## config.mk

```make
export PLATFORM = sky130hd
export DESIGN_NAME = systolic_setup
export DESIGN_NICKNAME = d
export VERILOG_FILES = /design/src/rtl/systolic_setup_pkg.sv /design/src/rtl/systolic_setup_skew.sv /design/src/rtl/systolic_setup.sv
export SDC_FILE = /design/constraint.sdc
export NUM_CORES = 1
export LEC_CHECK = 0
export ABC_AREA = 1
export BUFFER_PORTS_ARGS = -buffer_cell sky130_fd_sc_hd__buf_4
export CAP_MARGIN = 30
export CORE_MARGIN = 4
export CORE_UTILIZATION = 45
export DETAILED_ROUTE_END_ITERATION = 8
export PLACE_DENSITY = 0.65
export SYNTH_ARGS = -nofsm -noshare
export SYNTH_HDL_FRONTEND = slang
export SYNTH_SLANG_ARGS = --single-unit
export TNS_END_PERCENT = 5
```

## constraint.sdc

```tcl
create_clock -name clk_i -period 2.3 [get_ports clk_i]
set_clock_uncertainty 0.1 [all_clocks]
set_input_delay 0.23 -clock clk_i [delete_from_list [all_inputs] [get_ports clk_i]]
set_output_delay 0.23 -clock clk_i [all_outputs]
set_load 0.02 [all_outputs]
```

## src/rtl/systolic_setup_pkg.sv

```systemverilog
// Shared constants and the per-lane control tuple for the systolic input skew stage.
// Latency: n/a (definitions only).
// Backpressure: n/a.
package systolic_setup_pkg;

  localparam int SYS_DIM    = 8;
  localparam int DATA_WIDTH = 16;
  localparam int ADDR_WIDTH = 10;

  // Control tuple carried alongside each operand down a skew lane.
  typedef struct packed {
    logic valid;
    logic first;
    logic last;
  } ctrl_t;

  localparam int CTRL_W = $bits(ctrl_t);

endpackage

```

## src/rtl/systolic_setup_skew.sv

```systemverilog
// DEPTH x WIDTH shift register with async reset; DEPTH=0 is a plain wire.
// Latency: DEPTH cycles.
// Backpressure: none, shifts every cycle.
module skew_delay #(
  parameter int DEPTH   = 1,
  parameter int WIDTH   = 1,
  parameter int VLD_BIT = 0
) (
  input  logic             clk_i,
  input  logic             rst_ni,
  input  logic [WIDTH-1:0] d_i,
  output logic [WIDTH-1:0] q_o,
  output logic             any_vld_o
);

  if (DEPTH == 0) begin : g_pass
    // Clock and reset are intentionally unused in the zero-depth case.
    logic w_unused;
    assign w_unused  = clk_i ^ rst_ni;
    assign q_o       = d_i;
    assign any_vld_o = 1'b0;
  end else begin : g_shift
    logic [WIDTH-1:0] r_pipe [DEPTH];

    // Shift the tuple one stage per cycle; reset drops everything in flight.
    always_ff @(posedge clk_i or negedge rst_ni) begin
      if (!rst_ni) begin
        for (int i = 0; i < DEPTH; i++) r_pipe[i] <= '0;
      end else begin
        r_pipe[0] <= d_i;
        for (int i = 1; i < DEPTH; i++) r_pipe[i] <= r_pipe[i-1];
      end
    end

    // Report whether any stored stage still holds a valid token.
    always_comb begin
      any_vld_o = 1'b0;
      for (int i = 0; i < DEPTH; i++) any_vld_o = any_vld_o | r_pipe[i][VLD_BIT];
    end

    assign q_o = r_pipe[DEPTH-1];
  end

endmodule

```

## src/rtl/systolic_setup.sv

```systemverilog
// Aligns batch flags with buffer read data and skews lane j by j cycles into the array edge.
// Latency: RD_LAT+j for lane j (+1 with SYSTOLIC_SETUP_OUTREG_EN defined).
// Backpressure: none; the array consumes every cycle and this block never stalls.
module systolic_setup #(
  parameter int SYS_DIM    = systolic_setup_pkg::SYS_DIM,
  parameter int DATA_WIDTH = systolic_setup_pkg::DATA_WIDTH,
  parameter int RD_LAT     = 1
) (
  input  logic                          clk_i,
  input  logic                          rst_ni,
  input  logic                          ensys_i,
  input  logic                          bubble_i,
  input  logic                          batch_begin_i,
  input  logic                          batch_end_i,
  input  logic [SYS_DIM*DATA_WIDTH-1:0] data_i,
  output logic [SYS_DIM*DATA_WIDTH-1:0] data_o,
  output logic [SYS_DIM-1:0]            valid_o,
  output logic [SYS_DIM-1:0]            first_o,
  output logic [SYS_DIM-1:0]            last_o,
  output logic                          busy_o
);
  import systolic_setup_pkg::*;

  localparam int LANE_W = DATA_WIDTH + CTRL_W;
  localparam int BUS_W  = SYS_DIM * DATA_WIDTH;

  // Control pipe tuple: {ensys, bubble, begin, end}; ensys is the valid bit.
  logic [3:0] w_ctrl_in;
  logic [3:0] w_ctrl_al;
  logic       w_ctrl_busy;

  assign w_ctrl_in = {ensys_i, bubble_i, batch_begin_i, batch_end_i};

  skew_delay #(.DEPTH(RD_LAT), .WIDTH(4), .VLD_BIT(3)) u_ctrl_pipe (
    .clk_i     (clk_i),
    .rst_ni    (rst_ni),
    .d_i       (w_ctrl_in),
    .q_o       (w_ctrl_al),
    .any_vld_o (w_ctrl_busy)
  );

  ctrl_t            w_s0_ctl;
  logic [BUS_W-1:0] w_s0_dat;

  // Stage 0: merge aligned flags with the read word; idle slots are masked, bubbles zeroed.
  always_comb begin
    w_s0_ctl = '0;
    w_s0_dat = '0;
    if (w_ctrl_al[3]) begin
      w_s0_ctl.valid = 1'b1;
      w_s0_ctl.first = w_ctrl_al[1];
      w_s0_ctl.last  = w_ctrl_al[0];
      if (!w_ctrl_al[2]) w_s0_dat = data_i;
    end
  end

  logic [LANE_W-1:0]  w_lane_q [SYS_DIM];
  logic [SYS_DIM-1:0] w_lane_busy;
  logic [BUS_W-1:0]   w_dat;
  logic [SYS_DIM-1:0] w_vld;
  logic [SYS_DIM-1:0] w_fst;
  logic [SYS_DIM-1:0] w_lst;

  for (genvar j = 0; j < SYS_DIM; j++) begin : g_lane
    ctrl_t w_ctl;

    skew_delay #(.DEPTH(j), .WIDTH(LANE_W), .VLD_BIT(CTRL_W-1)) u_dly (
      .clk_i     (clk_i),
      .rst_ni    (rst_ni),
      .d_i       ({w_s0_dat[j*DATA_WIDTH +: DATA_WIDTH], w_s0_ctl}),
      .q_o       (w_lane_q[j]),
      .any_vld_o (w_lane_busy[j])
    );

    // Lane data is forced to zero whenever the lane is not valid.
    assign w_ctl                          = w_lane_q[j][CTRL_W-1:0];
    assign w_vld[j]                       = w_ctl.valid;
    assign w_fst[j]                       = w_ctl.first;
    assign w_lst[j]                       = w_ctl.last;
    assign w_dat[j*DATA_WIDTH +: DATA_WIDTH] =
      w_ctl.valid ? w_lane_q[j][LANE_W-1:CTRL_W] : '0;
  end

`ifdef SYSTOLIC_SETUP_OUTREG_EN
  logic [BUS_W-1:0]   r_dat;
  logic [SYS_DIM-1:0] r_vld;
  logic [SYS_DIM-1:0] r_fst;
  logic [SYS_DIM-1:0] r_lst;

  // Retime the already-gated outputs by one cycle for timing closure at the array edge.
  always_ff @(posedge clk_i or negedge rst_ni) begin
    if (!rst_ni) begin
      r_dat <= '0;
      r_vld <= '0;
      r_fst <= '0;
      r_lst <= '0;
    end else begin
      r_dat <= w_dat;
      r_vld <= w_vld;
      r_fst <= w_fst;
      r_lst <= w_lst;
    end
  end

  assign data_o  = r_dat;
  assign valid_o = r_vld;
  assign first_o = r_fst;
  assign last_o  = r_lst;
  assign busy_o  = w_ctrl_busy | (|w_lane_busy) | (|r_vld);
`else
  assign data_o  = w_dat;
  assign valid_o = w_vld;
  assign first_o = w_fst;
  assign last_o  = w_lst;
  // Stage 0 valid is the last control-pipe register, so it is covered by w_ctrl_busy.
  assign busy_o  = w_ctrl_busy | (|w_lane_busy);
`endif

endmodule

```

## After elaboration in Yosys (flattened, before gate mapping)

Cells that the tools add are included.

| word-level totals | value |
|---|---|
| register bits after elaboration | 536 |
| bits of input ports | 134 |
| word-level logic and storage cells | 63 |

| cells by class | value |
|---|---|
| muxes and demuxes | 11 |
| bitwise logic cells | 22 |
| reduce and logical (&&, ||, !) cells | 1 |

Operators with widths:

| operator | number |
|---|---|
| $mux 128 | 2 |
| $mux 16 | 8 |
| $or 1x1->1 | 22 |
| $reduce_or 7->1 | 1 |
| $mux 3 | 1 |

## Logic depth before layout (Yosys ltp)

| logic depth | value |
|---|---|
| depth after elaboration | 8 |
| gate-level depth with buffers | 5 |
| gate-level depth less buffers | 4 |

## Cells and area by module

From an unflattened synthesis, not the netlist that was laid out.

| unflattened totals | value |
|---|---|
| cell total of the unflattened synthesis | 1257 |
| area total of the unflattened synthesis | 16757.3 sq um |

By module, submodules not included:

| module | times used | cells each | area each (sq um) | seq. area each (sq um) |
|---|---|---|---|---|
| skew_delay at g_lane[7].u_dly | 1 | 164 | 3515.9 | 3328.2 |
| skew_delay at g_lane[6].u_dly | 1 | 137 | 3011.6 | 2852.7 |
| skew_delay at g_lane[5].u_dly | 1 | 118 | 2536.2 | 2377.3 |
| systolic_setup | 1 | 555 | 2208.4 | 0.0 |
| skew_delay at g_lane[4].u_dly | 1 | 98 | 2055.7 | 1901.8 |
| skew_delay at g_lane[3].u_dly | 1 | 79 | 1580.3 | 1426.4 |
| skew_delay at g_lane[2].u_dly | 1 | 60 | 1104.8 | 950.9 |
| skew_delay at g_lane[1].u_dly | 1 | 20 | 483.0 | 475.5 |
| skew_delay at g_lane[0].u_dly | 1 | 21 | 153.9 | 0.0 |
| skew_delay at u_ctrl_pipe | 1 | 5 | 107.6 | 100.1 |

## Least setup slack after synthesis

OpenSTA, ideal clock, no wires.

| timing | value |
|---|---|
| path type | reg-to-output |
| from | reg u_ctrl_pipe.g_shift.r_pipe, in the netlist u_ctrl_pipe.q_o[3] |
| to | out data_o[0] |
| arrival | 1.233 ns |
| required time | 1.970 ns |
| setup slack | 0.737 ns |
| cell stages (with the launch flop) | 6 |
| path buffers | 2 |
| cells stage by stage | dfrtp_1 -> inv_1 -> or2_4 -> buf_6 -> clkbuf_8 -> nor2_1 |

| on the way | value |
|---|---|
| word-level cells in the longest chain between the ends | 2 |
| elaborated cells on any way between the ends | 3 |

RTL lines:

| element | line | text |
|---|---|---|
| from (decl) | systolic_setup_skew.sv:23 | `logic [WIDTH-1:0] r_pipe [DEPTH];` |
| $mux 128 or $mux 3 (tied branches) | systolic_setup.sv:49 | `if (w_ctrl_al[3]) begin` |
| $mux 16 * | systolic_setup.sv:81 | `w_ctl.valid ? w_lane_q[j][LANE_W-1:CTRL_W] : '0;` |
| to (decl) | systolic_setup.sv:16 | `output logic [SYS_DIM*DATA_WIDTH-1:0] data_o,` |

Every way passes the cells marked *; elsewhere a longest branch is shown, timed or not.

## Worst setup path in the final report

| timing | value |
|---|---|
| from | reg u_ctrl_pipe.g_shift.r_pipe, in the netlist u_ctrl_pipe.q_o[3] |
| to | out data_o[9] |

Same word-level chain as after synthesis.

==> out/summary.txt <==
Int Pwr = 0.0137 W
First-pass iteration count of the detailed router = 4
Remaining antenna violation count after routing = 0
Unrepaired setup endpoints after global routing = no
Syn avg cell area = 13.8 um2
Number of nets in the layout = 1575
Result of the run = complete, no violations
Share of the core filled with cells = 62.6%
Ys Warns = 0
Via count of the first global-routing pass = 8628
Most frequent cells in the layout = sky130_fd_sc_hd__dfrtp_1 (473), sky130_fd_sc_hd__buf_4 (297), sky130_fd_sc_hd__inv_1 (250)
Number of setup violations in the final report = 0
Maximum buffer depth of the clock tree = 3
Die Width = 185 um
Distinct cell type count after synthesis = 10
Cells after synthesis = 1025
Std-Cell Core Area = 30800 um2
DRC violation count after routing = 0
Flop pwr share = 50.7%
Synthesis-to-finish area growth = 36.5%
Commonest non-fill, non-tap cell in the layout = sky130_fd_sc_hd__dfrtp_1
Footprint of the flip-flops and latches = 11800 um2
Die Footprint = 34300 um2
GP Congestion = 0.804
Register-to-register setup slack = 0.69 ns
Detailed-route wire length = 26.7 mm
Critical path launch point = u_ctrl_pipe.q_o[3]
Netlist Area Pre-Place = 14100 um2
Clk_lat worst skew = 0.52 ns
Per-cell routed wire length = 14.2 um
Worst hold-check path type = in2async
Combinational group share of total power = 5.8%
I/O Pins = 287
Final clock period utilization by the worst path = 91.7%
Number of setup buffers added after CTS = 0
Post-CTS sizing = 0
MaxCap Viol Count = 0
Tmin final = 2.11 ns
Synthesized net count = 1159
Total routing usage reported by global routing = 15.8%
Clock transition at path regs = 0.06 ns
Vias per cell = 4.18
Switching part of the total power = 20.6%
Lkg Pwr = 11.4 nW
Fraction of layout instances using a drive strength above 1 = 25.8%
Global-route wire length before repair = 42.8 mm
DRT iter0 DRCs = 357
R2R Path Start = u_ctrl_pipe.q_o[3]
Number of core rows = 64
Capture point of the worst reg-to-reg path = g_lane[2].u_dly.g_shift.r_pipe[37]
Pin count of the biggest net entering global routing = 87
Critical Path Start Type = flop
Yosys reg bits = 473
Total area of multi-input combinational cells = 943 um2
Element type at the critical path end = output port
Number of cell instances on the worst register-to-register path = 4
Number of hold-slack violations in the final timing report = 0
Worst ir drop on vdd = 481 uV
Starting Density = 45.9%
Remaining Overflow, GRT = 0
HPWL after detailed placement = 16.7 mm
Transition at the pin with the smallest max-transition slack = 0.675 ns
Total power density per cell area = 892 nW/um2
Start-to-end type of the worst setup path = reg2out
Clock H-tree levels = 2
Share of power burned in the clock network = 43.5%
Clock tree from TritonCTS = yes
Quantity of I/O buffers inserted on ports = 286
Die Ht = 185 um
Normalized max-slew margin = 55.0%
Total negative setup slack = 0 ns
Required time of the worst setup path = 1.97 ns
Via count of the routed design = 7826
Net load switching power = 0.00355 W
Initial antenna violation count = 1
Cell chosen for the clock root = sky130_fd_sc_hd__clkbuf_16
Final number of max-transition violations = 0
Clk sinks = 473
Total CTS buffers = 45
Fillers = 2202
Data arrival time at the worst-slack endpoint = 1.78 ns
Largest fanout of any net on the critical path = 45
Maximum frequency from static timing analysis = 474 MHz
Fraction of the yosys area taken by sequential cells = 83.7%
-- worst max path at each step --
| stage | slack, ns | cells past startpoint | end |
|---|---|---|---|
| finish | 0.19 | 4 | data_o[9] |
| global route | 0.05 | 5 | busy_o |
| CTS | 0.12 | 4 | data_o[11] |
| detailed placement | 0.65 | 4 | g_lane[2].u_dly.g_shift.r_pipe[37] |
| global placement | 0.68 | 4 | g_lane[2].u_dly.g_shift.r_pipe[33] |
| floorplan | 0.74 | 5 | data_o[0] |
-- synthesized netlist by cell type --
cell	number	area share [%]
sky130_fd_sc_hd__buf_2	7	0.25
sky130_fd_sc_hd__buf_4	24	1.3
sky130_fd_sc_hd__buf_6	3	0.24
sky130_fd_sc_hd__clkbuf_1	7	0.19
sky130_fd_sc_hd__clkbuf_8	11	1.1
sky130_fd_sc_hd__dfrtp_1	473	84
sky130_fd_sc_hd__inv_1	250	6.6
sky130_fd_sc_hd__nand2_1	119	3.2
sky130_fd_sc_hd__nor2_1	130	3.4
sky130_fd_sc_hd__or2_4	1	0.062
-- repair_timing --
action,CTS,global route
endpoints found under the setup margin,0,0
hold endpoints to repair,589,0
hold buffers,117,0
-- logic make-up after synthesis --
family | share of synthesized area (%)
flops | 83.7
simple gates | 6.67
buf+inv | 9.65
-- metrics by stage --
stage / instances / total power (W) / hold slack [ns] / cell area (um2) / setup WS, ns
2_1_floorplan: 1025 / 0.00919 / -0.166 / 14100 / 0.737
3_3_place_gp: 1673 / 0.00971 / 0.0609 / 16600 / 0.680
3_5_place_dp: 1673 / 0.00974 / 0.0600 / 16600 / 0.655
4_1_cts: 1873 / 0.0175 / 0.0962 / 19300 / 0.123
5_1_grt: 1873 / 0.0180 / 0.104 / 19300 / 0.0507
6_report: 1874 / 0.0172 / 0.104 / 19300 / 0.192
-- layout make-up --
cell class / instances / share of cell area [%]
Antenna cell: 1 / 0.0130
Clock buffer: 66 / 7.08
Clock inverter: 17 / 1.00
Inverter: 250 / 4.86
Multi-Input combinational cell: 250 / 4.88
Sequential cell: 473 / 61.3
Tap cell: 396 / 2.57
Timing Repair Buffer: 421 / 18.3
-- power groups by stage --
stage	Clock (W)	Combinational [W]	Sequential [W]
6_report	0.00750	0.000993	0.00875
5_1_grt	0.00811	0.00110	0.00877
4_1_cts	0.00771	0.00101	0.00875
3_5_place_dp	0	0.000841	0.00890
3_3_place_gp	0	0.000830	0.00888
2_1_floorplan	0	0.000343	0.00885
-- registers in the layout, indices dropped and copies added, names as in the netlist --
signal / flops
g_lane.u_dly.g_shift.r_pipe: 354
u_ctrl_pipe.q_o: 4
g_lane.u_dly.q_o: 115
-- critical path, stage by stage, from the launching register on --
cell and delay [ns]:
sky130_fd_sc_hd__dfrtp_1 0.37, sky130_fd_sc_hd__inv_1 0.07, sky130_fd_sc_hd__or2_4 0.52, sky130_fd_sc_hd__nor2_1 0.09
sky130_fd_sc_hd__buf_4 0.18
-- per-layer routing --
metal | routed length, um | vias to the layer above | global-route usage (%)
met5 | 13 | - | 0
met2 | 13700 | 247 | 27.7
li1 | - | 3667 | -
met3 | 1830 | 61 | 4.18
met4 | 851 | 2 | 5.96
met1 | 10200 | 3849 | 18.9
No activity file was read; power rests on OpenSTA's default activity.
